**config.mk**
```make
export PLATFORM = sky130hd
export DESIGN_NAME = ram8_bank
export DESIGN_NICKNAME = d
export VERILOG_FILES = /design/src/rtl/ram8_bank.sv
export SDC_FILE = /design/constraint.sdc
export NUM_CORES = 1
export LEC_CHECK = 0
export ABC_AREA = 0
export ABC_CLOCK_PERIOD_IN_PS = 3200
export BUFFER_PORTS_ARGS = -buffer_cell sky130_fd_sc_hd__buf_4
export CORE_MARGIN = 2
export CORE_UTILIZATION = 65
export DETAILED_ROUTE_END_ITERATION = 12
export GPL_ROUTABILITY_DRIVEN = 0
export PLACE_DENSITY = 0.82
export SKIP_LAST_GASP = 1
export SYNTH_ARGS = -nofsm -noshare
export SYNTH_HDL_FRONTEND = slang
export SYNTH_SLANG_ARGS = --single-unit
export TNS_END_PERCENT = 30
```
**constraint.sdc**
```tcl
create_clock -name clock -period 3.2 [get_ports clock]
set_input_delay 0.48 -clock clock [delete_from_list [all_inputs] [get_ports clock]]
set_output_delay 0.48 -clock clock [all_outputs]
set_load 0.05 [all_outputs]
```
**src/rtl/ram8_bank.sv**
```systemverilog
// ram8_bank: 8-word register bank with a one-hot load demux, a combinational read mux
// and a self-sequenced clear sweep. Optional per-word parity is enabled with RAM8_PARITY_EN.
module ram8_bank #(
    parameter int WIDTH = 16
) (
    input  logic             clock,
    input  logic             reset_n,
    input  logic [WIDTH-1:0] in,
    input  logic             load,
    input  logic [2:0]       address,
    input  logic             clear_req,
`ifdef RAM8_PARITY_EN
    input  logic             inject_err,
    output logic             parity_err,
`endif
    output logic [WIDTH-1:0] out,
    output logic             busy,
    output logic             clear_done
);

    typedef enum logic [1:0] {
        IDLE  = 2'd0,
        CLEAR = 2'd1,
        DONE  = 2'd2
    } state_t;

    state_t           state_q, state_d;
    logic [2:0]       ptr_q, ptr_d;
    logic             busy_q, busy_d;
    logic             clear_done_q, clear_done_d;
    logic [WIDTH-1:0] word_q [8];
    logic [WIDTH-1:0] word_d [8];
    logic [7:0]       load_sel;
`ifdef RAM8_PARITY_EN
    logic [7:0]       par_q, par_d;
`endif

    // Writes are only accepted in IDLE, and a same-edge clear request wins over a load.
    always_comb begin
        load_sel = 8'b0;
        load_sel[address] = load & (state_q == IDLE) & ~clear_req;
    end

    always_comb begin
        state_d      = state_q;
        ptr_d        = ptr_q;
        busy_d       = busy_q;
        clear_done_d = 1'b0;
        word_d       = word_q;
`ifdef RAM8_PARITY_EN
        par_d        = par_q;
`endif
        for (int i = 0; i < 8; i++) begin
            if (load_sel[i]) begin
                word_d[i] = in;
`ifdef RAM8_PARITY_EN
                par_d[i]  = (^in) ^ inject_err;
`endif
            end
        end
        case (state_q)
            IDLE: begin
                if (clear_req) begin
                    state_d = CLEAR;
                    ptr_d   = 3'd0;
                    busy_d  = 1'b1;
                end
            end
            CLEAR: begin
                word_d[ptr_q] = '0;
`ifdef RAM8_PARITY_EN
                par_d[ptr_q]  = 1'b0;
`endif
                ptr_d = ptr_q + 3'd1;
                if (ptr_q == 3'd7) begin
                    state_d      = DONE;
                    busy_d       = 1'b0;
                    clear_done_d = 1'b1;
                end
            end
            DONE: begin
                state_d = IDLE;
                busy_d  = 1'b0;
            end
            default: begin
                state_d = IDLE;
                busy_d  = 1'b0;
            end
        endcase
    end

    always_ff @(posedge clock) begin
        if (!reset_n) begin
            state_q      <= IDLE;
            ptr_q        <= 3'd0;
            busy_q       <= 1'b0;
            clear_done_q <= 1'b0;
            for (int i = 0; i < 8; i++) begin
                word_q[i] <= '0;
            end
`ifdef RAM8_PARITY_EN
            par_q        <= 8'b0;
`endif
        end else begin
            state_q      <= state_d;
            ptr_q        <= ptr_d;
            busy_q       <= busy_d;
            clear_done_q <= clear_done_d;
            for (int i = 0; i < 8; i++) begin
                word_q[i] <= word_d[i];
            end
`ifdef RAM8_PARITY_EN
            par_q        <= par_d;
`endif
        end
    end

    assign out        = word_q[address];
    assign busy       = busy_q;
    assign clear_done = clear_done_q;
`ifdef RAM8_PARITY_EN
    assign parity_err = (^word_q[address]) != par_q[address];
`endif

endmodule
```
# Yosys cells after proc, flatten, opt, wreduce, memory -nomap -nowiden
# Index checks and enable logic that the tools add are counted.
# classes
n_addsub	1
n_mul	0
div	0
order_cmp	5
eq_ne	4
shift	0
mux	25
bitwise_logic	8
reduce_logical	7
# ops
op	count
$mux W16	11
$and A128 B128 Y128	1
$mux W128	1
$not A128 Y128	1
$bmux W16 S3	1
$demux W16 S3	1
$and A8 B8 Y8	1
$ge A4 B4 Y1 const B	2
$not A3 Y4	2
$pmux W3 S2	1
$reduce_and A2 Y1	3
$lt A3 B4 Y1 const B	1
$lt A4 B1 Y1 const B	1
$mux W1	4
$mux W2	2
$ne A2 B2 Y1 const B	2
$pmux W2 S2	1
$add A3 B1 Y3 const B	1
$demux W1 S3	1
$eq A3 B3 Y1 const B	1
$ge A3 B1 Y1 const B	1
$mux W3	1
$and A1 B1 Y1	2
$eq A2 B1 Y1 const B	1
other kinds (5)	6
# word_totals
ff_bits	135
latch_bits	0
mem_bits_rw	0
romBits	0
output_inout_bits	18
elab_cells	62
mem_count	0

# Longest topological paths before layout
# Gate-level depths: netlist of the first run.
# logic_depth
depth_word	8
mapped_depth	6
depth_no_buf	5

# Worst setup path before layout of the first run
# No wires, ideal clock.
# synth_timing
kind	input -> output
start	input address[1]
end	output out[0]
arrival_time_ns	2.006
setup_slack_ns	0.714
cell_stages	5
path_buffers	2
path_cell_list	buf_2 -> nor2b_1 -> clkbuf_1 -> a221oi_1 -> o221ai_1
# synth_between
elab_chain_len	4
# synth_lines
element	line_no	rtl
start, declared	10	input logic [2:0] address,
$not A3 Y4 (implied by the code)	118	assign out = word_q[address];
$bmux W16 S3	118	
$mux W16 (implied by the code) (2 in series)	118	
end, declared	16	output logic [WIDTH-1:0] out,
# No other way between the ends. The select of a mux whose other input is x is not followed.

# Worst setup path after layout of the first run
# layout_timing
start	input address[0]
end	output out[9]
# The elaborated chain is that of the path after synthesis.

==> reports/qor.csv, run 1 <==
metric,value,unit
post-synthesis sequential area ratio,40.9,%
worst min path class,in2reg,
Comb pwr share,9.2,%
Final Cycle Share,83.7,%
Die X,105,µm
internal power,2.94,mW
Seq cells post-synth,135,
Flop pwr share,43.2,%
"Avg Cell Area, Syn",8.83,µm²
Top Usage Layer GRT,met2,
clock share of power,47.5,%
Mapped Cells,748,
VDD IR max,0.000370,V
met1 GRT Util,47.7,%
top-area cell type share of the netlist area,40.9,%
Ports,41,
Remaining DRCs,0,
Routed Antenna Nets,0,
core area,9820,µm²
first-pass GRT wire length,30800,µm
met3 Track Usage GR,9.73,%
postcts setup bufs,0,
IO buf count,40,
via count,6192,
diodes inserted,0,
CTS tree,done,
routing usage on met2,54.6,%
startpoint type of the worst setup path,primary input,
H-tree levels,4,
vias in the first global route,5840,
Unique masters post-synth,38,
outcome,"complete, no violations",
Row Count,36,
largest net degree at the start of global routing,129,
hold bufs inserted after CTS,0,
clk root buf,clkbuf_8,
number of max-cap violations,0,
Net Sw Frac,25.8,%
fin nets,758,
CTS max path bufs,2,
initial antenna violation count,0,
CTS buffer count,17,
Fin. Hold Viols,0,
Final Power,3.96,mW
TritonRoute pass-1 iters,6,
Area after DPL,6670,µm²
First DRT Iteration DRCs,855,
final instance area,7240,µm²
kind of critical path,in2out,
clock sinks,135,
post-cts resize count,0,
Syn. warnings,0,
minimum clock period,2.68,ns
RSZ-0062 raised after global routing,no,
via/cell ratio,7.04,
Net Switching,1.02,mW
Die Y,105,µm
Final Slew Violations,0,
FILL cells,729,
CP Capture Type,output port,
slew margin rel.,13.8,%
GRT Util Overall,35.8,%
Avg WL per Cell,22.2,µm
die area,11000,µm²
setup tns final,0,ns
f_max,373,MHz
HPWL after detailed placement,11500,µm
Initial Util,67.2,%
area grow syn2layout,9.66,%
final wirelength,19500,µm
Final setup violation count,0,
Yosys top cell by area,dfxtp_1,
arrival time at the worst endpoint,2.20,ns
Worst-path clk slew,0.06,ns
total grt overflow,0,
synthesized cell area,6600,µm²
Synth Net Count,773,
WP data required,2.72,ns
PwrDens,547,nW/µm²
clock skew,0.00821,ns
"top cells by area, synth","dfxtp_1 (41%), a21oi_1 (9.9%), o21ai_1 (9.6%)",
Least-Margin Pin Slew,1.29,ns
worst-skew pair later-pin latency,0.53,ns
fraction of final layout cells sized beyond drive strength 1,18.2,%
CP Max Fanout,59,
Leak,2.40,nW
## per-layer routing
| metal | vias to the layer above | wire length, µm |
|---|---|---|
| met4 | 0 | 708 |
| met3 | 79 | 2630 |
| li1 | 2742 | - |
| met1 | 2895 | 7120 |
| met2 | 476 | 9070 |
| met5 | - | 0 |
## area by class of cell
type	instances	area, µm²	area share (%)
tap	133	166	2.30
timing repair buffer	60	463	6.39
clock inverter	13	129	1.78
clock buffer	19	442	6.10
inverter	1	3.75	0.0518
sequential	135	2700	37.3
multi-input combinational	518	3330	46.1
## cell families (layout without fill, tap and decap cells)
group	count (synthesis)	after routing	share of synthesized area (%)
adder cells (fa/ha/maj)	2	2	0.379
flip-flops	135	135	40.9
AND/OR/NAND/NOR	190	190	16.9
AO/OA/AOI/OAI	283	283	22.1
buffers and inverters	95	93	8.70
multiplexers	43	43	10.9
## placed cells by master, fill, tap and decap left out, types with 4 or more instances in the layout
cell | synthesis | final
nand2_1 | 8 | 8
and3b_1 | 5 | 5
clkbuf_16 | 0 | 16
nor2_1 | 7 | 7
a21oi_1 | 131 | 131
a21boi_0 | 4 | 4
nand3b_1 | 11 | 11
nand4_1 | 33 | 33
clkinv_2 | 0 | 6
or3_1 | 4 | 4
dfxtp_1 | 135 | 135
buf_4 | 9 | 59
o21ai_0 | 12 | 12
or3b_1 | 5 | 5
mux4_2 | 22 | 22
nand3_1 | 97 | 97
a221oi_1 | 4 | 4
nor2b_1 | 4 | 4
clkinvlp_4 | 0 | 4
mux2i_1 | 8 | 8
mux2_2 | 13 | 13
o21ai_1 | 126 | 126
## through the flow
stage / hold slack [ns] / setup WS, ns / util (%) / instances
after global routing: 0.259 / 0.435 / 73.7 / 879
final: 0.262 / 0.523 / 73.7 / 879
after CTS: 0.258 / 0.528 / 73.7 / 879
after global placement: 0.458 / 0.562 / 67.9 / 847
after detailed placement: 0.470 / 0.531 / 67.9 / 847
after floorplan: 0.450 / 0.714 / - / 748
## registers in the layout (all words and copies together) (netlist names)
| register | flops |
|---|---|
| busy | 1 |
| clear_done | 1 |
| ptr_q | 3 |
| state_q | 2 |
| word_q | 128 |
## power by group through the flow
stage          Combinational (mW)  Sequential [mW]  Clock (mW)
2_1_floorplan               0.265             1.75           0
4_1_cts                     0.353             1.71        1.87
6_report                    0.366             1.71        1.88
5_1_grt                     0.381             1.71        1.95
3_5_place_dp                0.351             1.75           0
3_3_place_gp                0.344             1.75           0
## worst paths after layout
check / from / to / slack [ns] / cells after the start
min reg2reg: word_q[43] / word_q[43] / 0.48 / 2
max reg2reg: state_q[1] / word_q[70] / 0.90 / 4
max: address[0] / out[9] / 0.52 / 4
min: in[2] / word_q[50] / 0.26 / 3
## critical path, cell delays in order
cell    delay, ns
buf_4        0.61
mux4_2       0.59
mux2_2       0.28
buf_4        0.19
## synthesized netlist by cell type
cell	count
a21oi_1	131
nor2b_1	4
o21ai_0	12
mux4_2	22
nand3b_2	1
o221ai_1	2
or3_1	4
nor2_2	1
a221oi_1	4
ha_1	2
clkbuf_1	23
nor4b_2	1
a21boi_0	4
and3b_1	5
or4b_4	1
nor3_1	2
nand2b_1	2
or4_1	2
mux2i_1	8
o21a_1	2
o21ai_2	2
and3_1	2
nand2_1	8
nor3b_1	2
nand3b_1	11
nor3b_4	2
nand3_1	97
clkbuf_2	6
nor2_1	7
or3b_1	5
nand4_1	33
dfxtp_1	135
o21ai_1	126
buf_2	39
buf_6	17
mux2_2	13
inv_2	1
buf_4	9
Power figures use the tool's default switching activity.
==> inputs of run 2 (changes only) <==
Settings changed: ABC_AREA 0 to 1, ABC_CLOCK_PERIOD_IN_PS 3200 to 2300, CORE_UTILIZATION 65 to 55, PLACE_DENSITY 0.82 to 0.73.
Clock period 3.2 ns to 2.3 ns, I/O delays scaled along.
==> reports/qor.csv, run 2 <==
metric,value,unit
Final Cycle Share,83.1,%
clock skew,0.00555,ns
Final setup violation count,0,
startpoint type of the worst setup path,primary input,
"Async S/R FF share, synth",0,%
post-synthesis sequential area ratio,38.7,%
Comb pwr share,9.6,%
internal power,4.31,mW
"delay-heaviest family, CP",buffers and inverters,
top-area cell type share of the netlist area,38.7,%
initial antenna violation count,0,
Least-Margin Pin Slew,0.819,ns
Die X,117,µm
via count,6908,
slew margin rel.,45.3,%
clk root buf,clkbuf_16,
core area,12500,µm²
TritonRoute pass-1 iters,5,
Row Count,41,
Regs by FF count,"word_q: 128 flops, ptr_q: 3 flops, state_q: 2 flops",
vias in the first global route,6455,
critical path cell sequence,buf_4 -> buf_12 -> nand2_1 -> nand2_1 -> nand2_1 -> nand2_1 -> nand2_1 -> nand2_1 -> buf_4,
outcome,"complete, no violations",
worst min path class,in2reg,
diodes inserted,0,
Remaining DRCs,0,
Post-Synth XOR/XNOR Area,0,%
Mapped Cells,1141,
clock share of power,48.5,%
uppermost layer routed,met4,
"Avg Cell Area, Syn",6.13,µm²
hold bufs inserted after CTS,0,
GRT Util Overall,30.1,%
clock sinks,135,
CP most frequent cell,nand2_1,
H-tree levels,4,
"commonest non-fill, non-tap cell in the layout",nand2_1,
Worst-path clk slew,0.06,ns
VDD IR max,0.000406,V
multiplexer share of the synthesized area,0,%
Flop pwr share,41.9,%
kind of critical path,in2out,
CTS max path bufs,2,
first-pass GRT wire length,31800,µm
Slowest cell on crit path,buf_12,
via/cell ratio,5.16,
Die Y,117,µm
Compound-Gate Fraction of Synth Area,0.465,%
RSZ-0062 raised after global routing,no,
CTS tree,done,
fraction of final layout cells sized beyond drive strength 1,10.9,%
"commonest non-fill, non-tap cells in the layout","nand2_1 (471), nor2_1 (264), dfxtp_1 (135)",
flip-flop count of the largest register after layout,128,
final wirelength,19300,µm
First DRT Iteration DRCs,565,
largest stage delay on the critical path,0.27,ns
DRT met1 WL,8440,µm
Leak,3.69,nW
Final Slew Violations,0,
DR WL met2,9220,µm
buffers plus inverters on the worst setup path,3,
Routed Antenna Nets,0,
setup tns final,0,ns
most frequent cells after synthesis,"nand2_1 (471), nor2_1 (265), dfxtp_1 (135)",
simple-gate share of the synthesized area,53.2,%
Avg WL per Cell,14.4,µm
PwrDens,727,nW/µm²
Initial Util,55.8,%
"count leader, synth",nand2_1,
f_max,523,MHz
Post-synth EDFFs,0,
postcts setup bufs,0,
largest net degree at the start of global routing,129,
arrival time at the worst endpoint,1.57,ns
Ports,41,
total grt overflow,0,
Unique masters post-synth,21,
"Top FF cell, synth",dfxtp_1,
Final Power,5.75,mW
WP data required,1.96,ns
number of max-cap violations,0,
"top cells by area, synth","dfxtp_1 (39%), nand2_1 (25%), nor2_1 (14%)",
Seq cells post-synth,135,
Fin. Hold Viols,0,
worst-skew pair later-pin latency,0.43,ns
Syn. warnings,0,
hold_ws,0.181,ns
Yosys top cell by area,dfxtp_1,
area grow syn2layout,13.1,%
synthesized cell area,6990,µm²
Net Sw Frac,24.9,%
Biggest register,word_q,
Net Switching,1.43,mW
die area,13600,µm²
Synth Net Count,1166,
CTS buffer count,17,
Synth Area in Adders,0.358,%
CP Max Fanout,51,
post-cts resize count,0,
largest family of logic cells by synthesized area,simple AND/OR/NAND/NOR gates,
metal3 WL,1130,µm
HPWL after detailed placement,12400,µm
CP Capture Type,output port,
IO buf count,40,
minimum clock period,1.91,ns
fin nets,1180,
-- run 2: kinds of logic after synthesis --
logic type | Yosys count
adders and majority gates | 2
and+or+nand+nor | 902
buffers and inverters | 96
DFF | 135
AOI/OAI and AO/OA | 6
-- run 2: worst reg2reg max path: cells and delay by family (launching register included) --
kind	cells	cell delay (ns)
flip-flops	1	0.35
buffers and inverters	2	0.58
AND/OR/NAND/NOR	5	0.65
-- run 2: final cells by class --
class	instances	area, µm²
fillers	1278	4610
multi-input cells	910	3780
flip-flops and latches	135	2700
repair buffers	59	480
clock buffers	23	478
well taps	172	215
inverters	32	125
clock inverters	9	123
-- run 2: power groups by stage --
stage | Combinational (mW) | Clock, mW | Sequential [mW]
global route | 0.610 | 2.91 | 2.41
global placement | 0.541 | 0 | 2.46
CTS | 0.547 | 2.81 | 2.41
floorplan | 0.385 | 0 | 2.45
detailed placement | 0.545 | 0 | 2.46
finish | 0.553 | 2.79 | 2.41
-- run 2: path summary, 6_finish.rpt --
path                    from          to  slack (ns)  depth (start not counted)
hold / removal     clear_req        busy        0.18                          3
setup reg to reg  state_q[0]  word_q[29]        0.63                          7
hold reg to reg   word_q[75]  word_q[75]        0.48                          2
setup / recovery  address[0]      out[7]        0.39                          9
-- run 2: metal layers --
layer | up-vias | GRT usage [%]
met2 | 227 | 50.1
met5 | - | 0
li1 | 3544 | -
met4 | 0 | 13.4
met1 | 3096 | 38.6
met3 | 41 | 4.77
-- run 2: stage by stage --
stage	cells	utilization, %	worst slack (ns)	cell area (µm²)
2_1_floorplan	1141	-	0.489	6990
3_3_place_gp	1308	58.4	0.428	7310
3_5_place_dp	1308	58.4	0.411	7310
4_1_cts	1340	63.2	0.417	7910
5_1_grt	1340	63.2	0.270	7910
6_report	1340	63.2	0.390	7910
==> inputs of run 3 (changes only) <==
Settings changed: ABC_AREA 1 to 0, ABC_CLOCK_PERIOD_IN_PS 2300 to 1750.
Clock period 2.3 ns to 1.75 ns, I/O delays scaled along.
==> reports/qor.csv, run 3 (synthesized netlist as in run 1, its figures left out) <==
metric,value,unit
outcome,finished with violations,
failing checks,negative setup slack,
diodes inserted,0,
fin nets,805,
die area,12900,µm²
Regs by FF count,"word_q: 128 flops, ptr_q: 3 flops, state_q: 2 flops",
met1 GRT Util,41.7,%
Remaining DRCs,0,
routing usage on met2,54.4,%
RSZ-0062 raised after global routing,yes,
arrival time at the worst endpoint,1.66,ns
met3 Track Usage GR,8.87,%
startpoint type of the worst setup path,flop,
Final Slew Violations,0,
flip-flop count of the largest register after layout,128,
largest stage delay on the critical path,0.47,ns
VDD IR max,0.000519,V
clock sinks,135,
CP Max Fanout,2,
CTS max path bufs,2,
fraction of final layout cells sized beyond drive strength 1,24.2,%
pre-CTS WS,-0.357,ns
setup ws final,-0.171,ns
TritonRoute pass-1 iters,5,
Die Y,114,µm
"commonest non-fill, non-tap cells in the layout","a21oi_1 (131), dfxtp_1 (131), o21ai_1 (126)",
clk root buf,clkbuf_16,
worst min path class,in2reg,
GRT Util Overall,33.5,%
Initial Util,55.7,%
H-tree levels,4,
CTS buffer count,17,
Area after DPL,7150,µm²
HPWL after detailed placement,13000,µm
final instance area,7930,µm²
kind of critical path,reg2out,
final wirelength,21100,µm
area grow syn2layout,20.1,%
via/cell ratio,6.85,
number of max-cap violations,0,
Slowest cell on crit path,mux4_2,
Non-Filler Instances,939,
CTS tree,done,
clock skew,0.00723,ns
Leak,2.76,nW
First DRT Iteration DRCs,843,
Avg WL per Cell,22.4,µm
via count,6429,
minimum clock period,1.92,ns
first-pass GRT wire length,33400,µm
Final setup violation count,15,
Worst-path clk slew,0.06,ns
worst-skew pair later-pin latency,0.42,ns
setup tns final,-2.12,ns
WP data required,1.49,ns
Top Usage Layer GRT,met2,
Least-Margin Pin Slew,0.938,ns
# placed instances,907,
initial antenna violation count,0,
Biggest register,word_q,
hold_ws,0.150,ns
largest net degree at the start of global routing,71,
hold bufs inserted after CTS,0,
Final Power,7.73,mW
IO buf count,40,
total grt overflow,0,
Die X,114,µm
Ports,41,
Final Util,66.8,%
critical path cell sequence,mux4_2 -> mux2_2 -> buf_6,
core area,11900,µm²
Row Count,40,
PwrDens,976,nW/µm²
vias in the first global route,6275,
f_max,520,MHz
slew margin rel.,37.4,%
CP Capture Type,output port,
Fin. Hold Viols,0,
Final Cycle Share,110,%
Routed Antenna Nets,0,
## run 3: where the power goes
| part | switching (mW) | internal (mW) |
|---|---|---|
| Sequential | 0.0212 | 3.11 |
| Combinational | 0.528 | 0.282 |
| Clock | 1.32 | 2.48 |
## run 3: final cells by class
| class | instances | area, µm² |
|---|---|---|
| clock buffer | 22 | 474 |
| clock inverter | 9 | 148 |
| fill | 909 | 3930 |
| inverter | 1 | 3.75 |
| multi-input combinational | 518 | 3390 |
| sequential | 135 | 2710 |
| tap | 147 | 184 |
| timing repair buffer | 107 | 1020 |
## run 3: repair_timing
action                     in CTS  in global routing
resized for setup              26                  7
setup buffers                   0                  0
setup endpoints to repair      16                 21
pin swaps                       1                  1
gates cloned                    1                  0
## run 3: routing by layer
layer / up-vias / wire length, µm
li1: 2846 / -
met1: 3085 / 7880
met2: 408 / 10100
met3: 90 / 2210
met4: 0 / 893
met5: - / 0
## run 3: final timing paths
path,from,end,slack [ns],cells after the start
max,word_q[41],out[9],-0.17,3
min reg2reg,word_q[69],word_q[69],0.48,2
min,in[5],word_q[5],0.15,3
max reg2reg,state_q[1],word_q[104],0.09,5
## run 3: critical path, delay by kind of cell (launching register included)
| family | cells | cell delay (ns) |
|---|---|---|
| mux | 2 | 0.75 |
| flops | 1 | 0.33 |
| buf+inv | 1 | 0.15 |
